## src/rtl/fifo_sync_param.sv

```systemverilog
// Parametrised single-clock FIFO with count-based flags, thresholds and read-valid strobe.
// Optional sticky overflow/underflow error flags are built when FIFO_ERR_FLAGS_EN is defined.
module fifo_sync_param #(
  parameter int unsigned DATA_W    = 10,
  parameter int unsigned ADDR_W    = 4,
  parameter int unsigned AFULL_TH  = 12,
  parameter int unsigned AEMPTY_TH = 2
) (
  input  logic              Pclk,
  input  logic              rst,
  input  logic              wr,
  input  logic              rd,
  input  logic [DATA_W-1:0] data_in,
  output logic [DATA_W-1:0] data_out,
  output logic              valid_out,
  output logic              empty,
  output logic              full,
  output logic              almost_empty,
  output logic              almost_full,
  output logic [ADDR_W:0]   count,
  output logic              overflow,
  output logic              underflow
);

  localparam int unsigned     DEPTH    = 1 << ADDR_W;
  localparam logic [ADDR_W:0] DEPTH_C  = (ADDR_W+1)'(DEPTH);
  localparam logic [ADDR_W:0] AFULL_C  = (ADDR_W+1)'(AFULL_TH);
  localparam logic [ADDR_W:0] AEMPTY_C = (ADDR_W+1)'(AEMPTY_TH);

  logic [DATA_W-1:0] mem [DEPTH];
  logic [ADDR_W-1:0] w_ptr;
  logic [ADDR_W-1:0] r_ptr;
  logic [ADDR_W:0]   count_next;
  logic              wa;
  logic              ra;

  // Acceptance uses the registered flags, so a read on an empty FIFO never bypasses.
  assign wa = wr & ~full;
  assign ra = rd & ~empty;

  always_comb begin
    count_next = count;
    if (wa && !ra)
      count_next = count + 1'b1;
    else if (ra && !wa)
      count_next = count - 1'b1;
  end

  always_ff @(posedge Pclk) begin
    if (wa && !rst)
      mem[w_ptr] <= data_in;
  end

  always_ff @(posedge Pclk) begin
    if (rst) begin
      w_ptr        <= '0;
      r_ptr        <= '0;
      count        <= '0;
      data_out     <= '0;
      valid_out    <= 1'b0;
      empty        <= 1'b1;
      full         <= 1'b0;
      almost_empty <= 1'b1;
      almost_full  <= (AFULL_TH == 0);
    end else begin
      if (wa)
        w_ptr <= w_ptr + 1'b1;
      if (ra) begin
        r_ptr    <= r_ptr + 1'b1;
        data_out <= mem[r_ptr];
      end
      valid_out    <= ra;
      count        <= count_next;
      empty        <= (count_next == '0);
      full         <= (count_next == DEPTH_C);
      almost_empty <= (count_next <= AEMPTY_C);
      almost_full  <= (count_next >= AFULL_C);
    end
  end

`ifdef FIFO_ERR_FLAGS_EN
  always_ff @(posedge Pclk) begin
    if (rst) begin
      overflow  <= 1'b0;
      underflow <= 1'b0;
    end else begin
      if (wr && full && !ra)
        overflow <= 1'b1;
      if (rd && empty)
        underflow <= 1'b1;
    end
  end
`else
  assign overflow  = 1'b0;
  assign underflow = 1'b0;
`endif

endmodule
```

## config.mk

```make
export PLATFORM = sky130hd
export DESIGN_NAME = fifo_sync_param
export DESIGN_NICKNAME = d
export VERILOG_FILES = /design/src/rtl/fifo_sync_param.sv
export SDC_FILE = /design/constraint.sdc
export NUM_CORES = 1
export LEC_CHECK = 0
export BUFFER_PORTS_ARGS = -buffer_cell sky130_fd_sc_hd__buf_2
export CORE_MARGIN = 3
export CORE_UTILIZATION = 48
export DETAILED_ROUTE_END_ITERATION = 10
export PLACE_DENSITY = 0.77
export SLEW_MARGIN = 20
export SYNTH_ARGS = -nofsm -noshare
export SYNTH_HDL_FRONTEND = slang
export SYNTH_SLANG_ARGS = --single-unit
export TNS_END_PERCENT = 1
```

## constraint.sdc

```tcl
create_clock -name Pclk -period 1.6 [get_ports Pclk]
set_input_delay 0.16 -clock Pclk [delete_from_list [all_inputs] [get_ports Pclk]]
set_output_delay 0.16 -clock Pclk [all_outputs]
set_load 0.05 [all_outputs]
```

Word level (Yosys, flattened, before mapping)
Memory sizes are Yosys's and may differ from the RTL's. A register that Yosys moved wholly into a read port is not among the register bits.
Cells that the tools add are included.
{ "totals": {"regBits": 18, "ramBits": 160, "wordCells": 31, "n_memories": 1} }
{ "mem_list": {"columns": ["memory", "depth", "width", "read_ports", "rd_clocked_by_memory_dff", "write_ports", "line_no", "source"], "rows": [
  ["mem", 16, 10, 1, 1, 1, "30", "logic [DATA_W-1:0] mem [DEPTH];"]
]} }
{ "op_classes": {"n_addsub": 4, "magnitude_cmp": 2, "n_eq_ne": 1, "mux": 4, "n_bitwise": 4, "n_reduce_logical": 7} }
{ "ops": {"columns": ["operator", "n"], "rows": [
  ["5-bit two-way mux", 2],
  ["4-bit by 1-bit adder with 4-bit output (second input constant)", 2],
  ["5-bit by 1-bit adder with 5-bit output (second input constant)", 1],
  ["5-bit equality test (second input constant)", 1],
  ["5-bit by 4-bit greater-or-equal comparator with 1-bit output (second input constant)", 1],
  ["5-bit by 2-bit less-or-equal comparator with 1-bit output (second input constant)", 1],
  ["5-bit zero test", 1],
  ["5-bit by 1-bit subtractor with 5-bit output (second input constant)", 1],
  ["1-bit logical AND", 3],
  ["1-bit zero test", 3],
  ["1-bit bitwise AND", 2],
  ["1-bit two-way mux", 2],
  ["1-bit NOT", 2]
]} }

Longest topological paths before layout
{ "logic_depth": {"word_depth": 7, "mapped_depth": 7} }

Least setup slack after synthesis
Ideal clock, no wire load.
{ "synth_timing": {"kind": "register to register", "from": "register count[0]", "to": "register empty", "arrival_ns": 2.022, "t_required_ns": 1.484, "path_slack_ns": -0.538, "stages_incl_launch_ff": 6, "n_path_buf": 0, "path_cell_list": "dfxtp_1 -> inv_1 -> ha_1 -> and3_1 -> or3_1 -> a41o_1"} }
{ "synth_via": {"elab_chain_cells": 4, "word_cells_on_any_way": 5, "cone_classes": "2 x add/sub; 2 x mux; 1 x reduce/logical"} }
{ "synth_rtl": {"columns": ["element", "line_no", "source"], "rows": [
  ["start, declared", "20", "output logic [ADDR_W:0] count,"],
  ["start signal, assigned", "73", "count <= count_next;"],
  ["5-bit by 1-bit subtractor with 5-bit output", "46", "count_next = count - 1'b1;"],
  ["5-bit two-way mux", "45", "else if (ra && !wa)"],
  ["5-bit two-way mux *", "43", "if (wa && !ra)"],
  ["5-bit zero test *", "74", "empty <= (count_next == '0);"],
  ["end signal, assigned", "74", null],
  ["end, declared", "16", "output logic empty,"]
]} }
Mark *: on every way between the ends. The rest lies on a longest branch, timed or not.
A chain may end at the register's enable or synchronous reset.

==> reports/summary.txt <==
Status: finished with violations
Failing checks: setup timing
Setup crit end kind: flop
DR iter-0 viols: 406
Critical path peak fanout: 7
Drt pass-1 iters: 5
Number of synthesized flops with an enable pin: 160
HP Class: input pin to flop
Leakage: 0.00298 µW
Total Power: 11800 µW
Category of the most critical setup path: flop to flop
Die Y: 130 µm
Mux contribution to synthesized area: 0.126
Crit share post-route: 1.12
Register area share after synthesis: 0.724
Compound-cell area share of the yosys netlist: 0.0500
Post-synth top cells: edfxtp_1, nor2_1, mux4_2
Routed Antenna Nets: 0
Die ar.: 0.0170 mm²
Vias in the first global route: 4095
Final HPWL DP: 9640 µm
Register bit total from synthesis: 188
Post-route cell area: 0.00898 mm²
Layout cells sized above 1: 0.400
Total CTS buffers: 17
Most frequent cell after synthesis: edfxtp_1
Clock slew at reported path FFs: 70 ps
Clk sinks: 188
Min Clock Period, post-route: 1790 ps
Xor/xnor cell area share of the yosys netlist: 0.0117
Fin cells: 681
YS warnings: 0
Clock Skews: 5.84 ps
Via Count: 3932
CTS Root Cell: clkbuf_16
Syn-to-layout area delta: 21.2%
Remaining global-route overflow: 0
Post-synthesis simple-gate area fraction: 0.0530
First-pass GRT wire length: 23300 µm
H-tree depth: 4
CP required: 1900 ps
Drc violations: 0
Critical path launch point type: flop
ANT cells: 0
Mean Syn Cell Area: 18.2 µm²
IO buf count: 33
Max Cap Viol: 0
Largest net degree at the start of global routing: 28
RSZ-0062 raised after global routing: yes
Crit path DAT: 2100 ps
GRT Total Usage: 0.190
Peak supply drop: 0.846 mV
Gpl congestion: 0.791
Deepest clock path buffer count: 2
Synth Flop Type: edfxtp_1
Final core utilization: 0.606
Clock latency on the worst-skew pair: 420 ps
Final hold violation count: 0
Post-synthesis cell area: 0.00741 mm²
Adder-Cell Fraction of Synth Area: 0.0118
PnR worst setup slack: -193 ps
Synth cell types: 46
Initial core utilization: 0.500
Initial antenna violation count: 0
Placed cells: 648
Largest family of logic cells by synthesized area: multiplexers
Async set or reset register ratio after synthesis: 0
Fmax: 558 MHz
Worst Max-Slew Pin Slew: 680 ps
Post-Syn Instances: 408
Largest cells by area after synthesis: edfxtp_1, mux4_2, dfxtp_1
Slew Viols, Final: 0
Wire per inst: 21.9 µm
Placed Area: 0.00828 mm²
CTS tree: built
Slew HR: 0.546
Die X: 130 µm
NumNets Final: 506
Pwr per Cell Area: 1310 mW/mm²
Num rows: 44
Core Footprint: 0.0148 mm²
Final setup viols: 14
Num ports: 36
Top cell type's share of synthesized area: 0.648
Routed wire length: 14900 µm
Post-synth top area cell: edfxtp_1
Via density: 5.77
[flip-flops by register name, summed over array words and instances, names as in the netlist]
signal and cells:
mem 160, data_out 10, count 5, r_ptr 4, w_ptr 4, almost_empty 1
almost_full 1, empty 1, full 1, valid_out 1
[critical path, stage by stage (launching register included)]
cell,delay (ps)
dfxtp_4,390
buf_12,140
buf_6,100
mux4_2,510
a22oi_2,240
a21oi_1,100
a21oi_1,130
nor2_1,60
[through the flow]
| stage | hold slack (ps) | TNS [ps] | setup slack [ps] |
|---|---|---|---|
| 2_1_floorplan | 259 | -440 | -40.9 |
| 3_3_place_gp | 390 | -2090 | -310 |
| 3_5_place_dp | 399 | -2630 | -374 |
| 4_1_cts | 115 | -1560 | -183 |
| 5_1_grt | 125 | -3260 | -260 |
| 6_report | 123 | -1640 | -193 |
[cells in the final DEF, fill, tap and decap left out, drive strengths merged, types with 3 or more instances in the layout]
cell type / instances
mux4: 40
nor3: 3
nor2: 42
nor2b: 4
a21oi: 23
ha: 7
edfxtp: 160
nand2: 12
inv: 9
xnor2: 3
buf: 79
dfxtp: 28
clkbuf: 18
xor2: 6
clkinv: 7
and4: 3
a22oi: 20
a211oi: 3
[cell type report]
class / count / area, µm²
flip-flops and latches: 188 / 5390
inverters: 6 / 25.0
clock inverters: 13 / 141
clock buffers: 18 / 429
multi-input cells: 192 / 1990
repair buffers: 80 / 778
well taps: 184 / 230
fillers: 1008 / 5830
[cells by family after synthesis]
logic type	count (synthesis)
xor gates and xnor gates	9
other	1
buffers and inverters	29
AOI/OAI and AO/OA	55
DFF	188
and+or+nand+nor	79
muxes	40
adders and majority gates	7
[power by group]
| group | internal (µW) | total, µW | switching [µW] |
|---|---|---|---|
| Sequential | 5480 | 5580 | 101 |
| Combinational | 921 | 2150 | 1230 |
| Clock | 2300 | 4030 | 1730 |
| Total | 8700 | 11800 | 3060 |
[layer usage]
metal	wire, µm	share of wire	track usage	vias up
met2	7200	0.48	0.294	125
li1	-	-	-	1771
met5	0	0	0	-
met1	6270	0.42	0.257	2015
met4	276	0.019	0.0758	0
met3	1140	0.077	0.0516	21
[final timing paths]
check	startpoint	endpoint	slack, ps	cells after the start
worst max-delay path	r_ptr[0]	data_out[2]	-190	7
worst min register to register	data_out[8]	data_out[8]	480	2
worst max register to register	r_ptr[0]	data_out[2]	-190	7
worst min-delay path	data_in[0]	mem[0][0]	120	1
[repair_timing]
| action | in CTS | in global routing |
|---|---|---|
| buffers inserted | 1 | 0 |
| endpoints found under the hold margin | 1 | 0 |
| hold buffers | 1 | 0 |
| gates resized for setup | 19 | 4 |
| setup endpoints to repair | 15 | 57 |
| pin swaps | 9 | 2 |
Power figures use the tool's default switching activity.
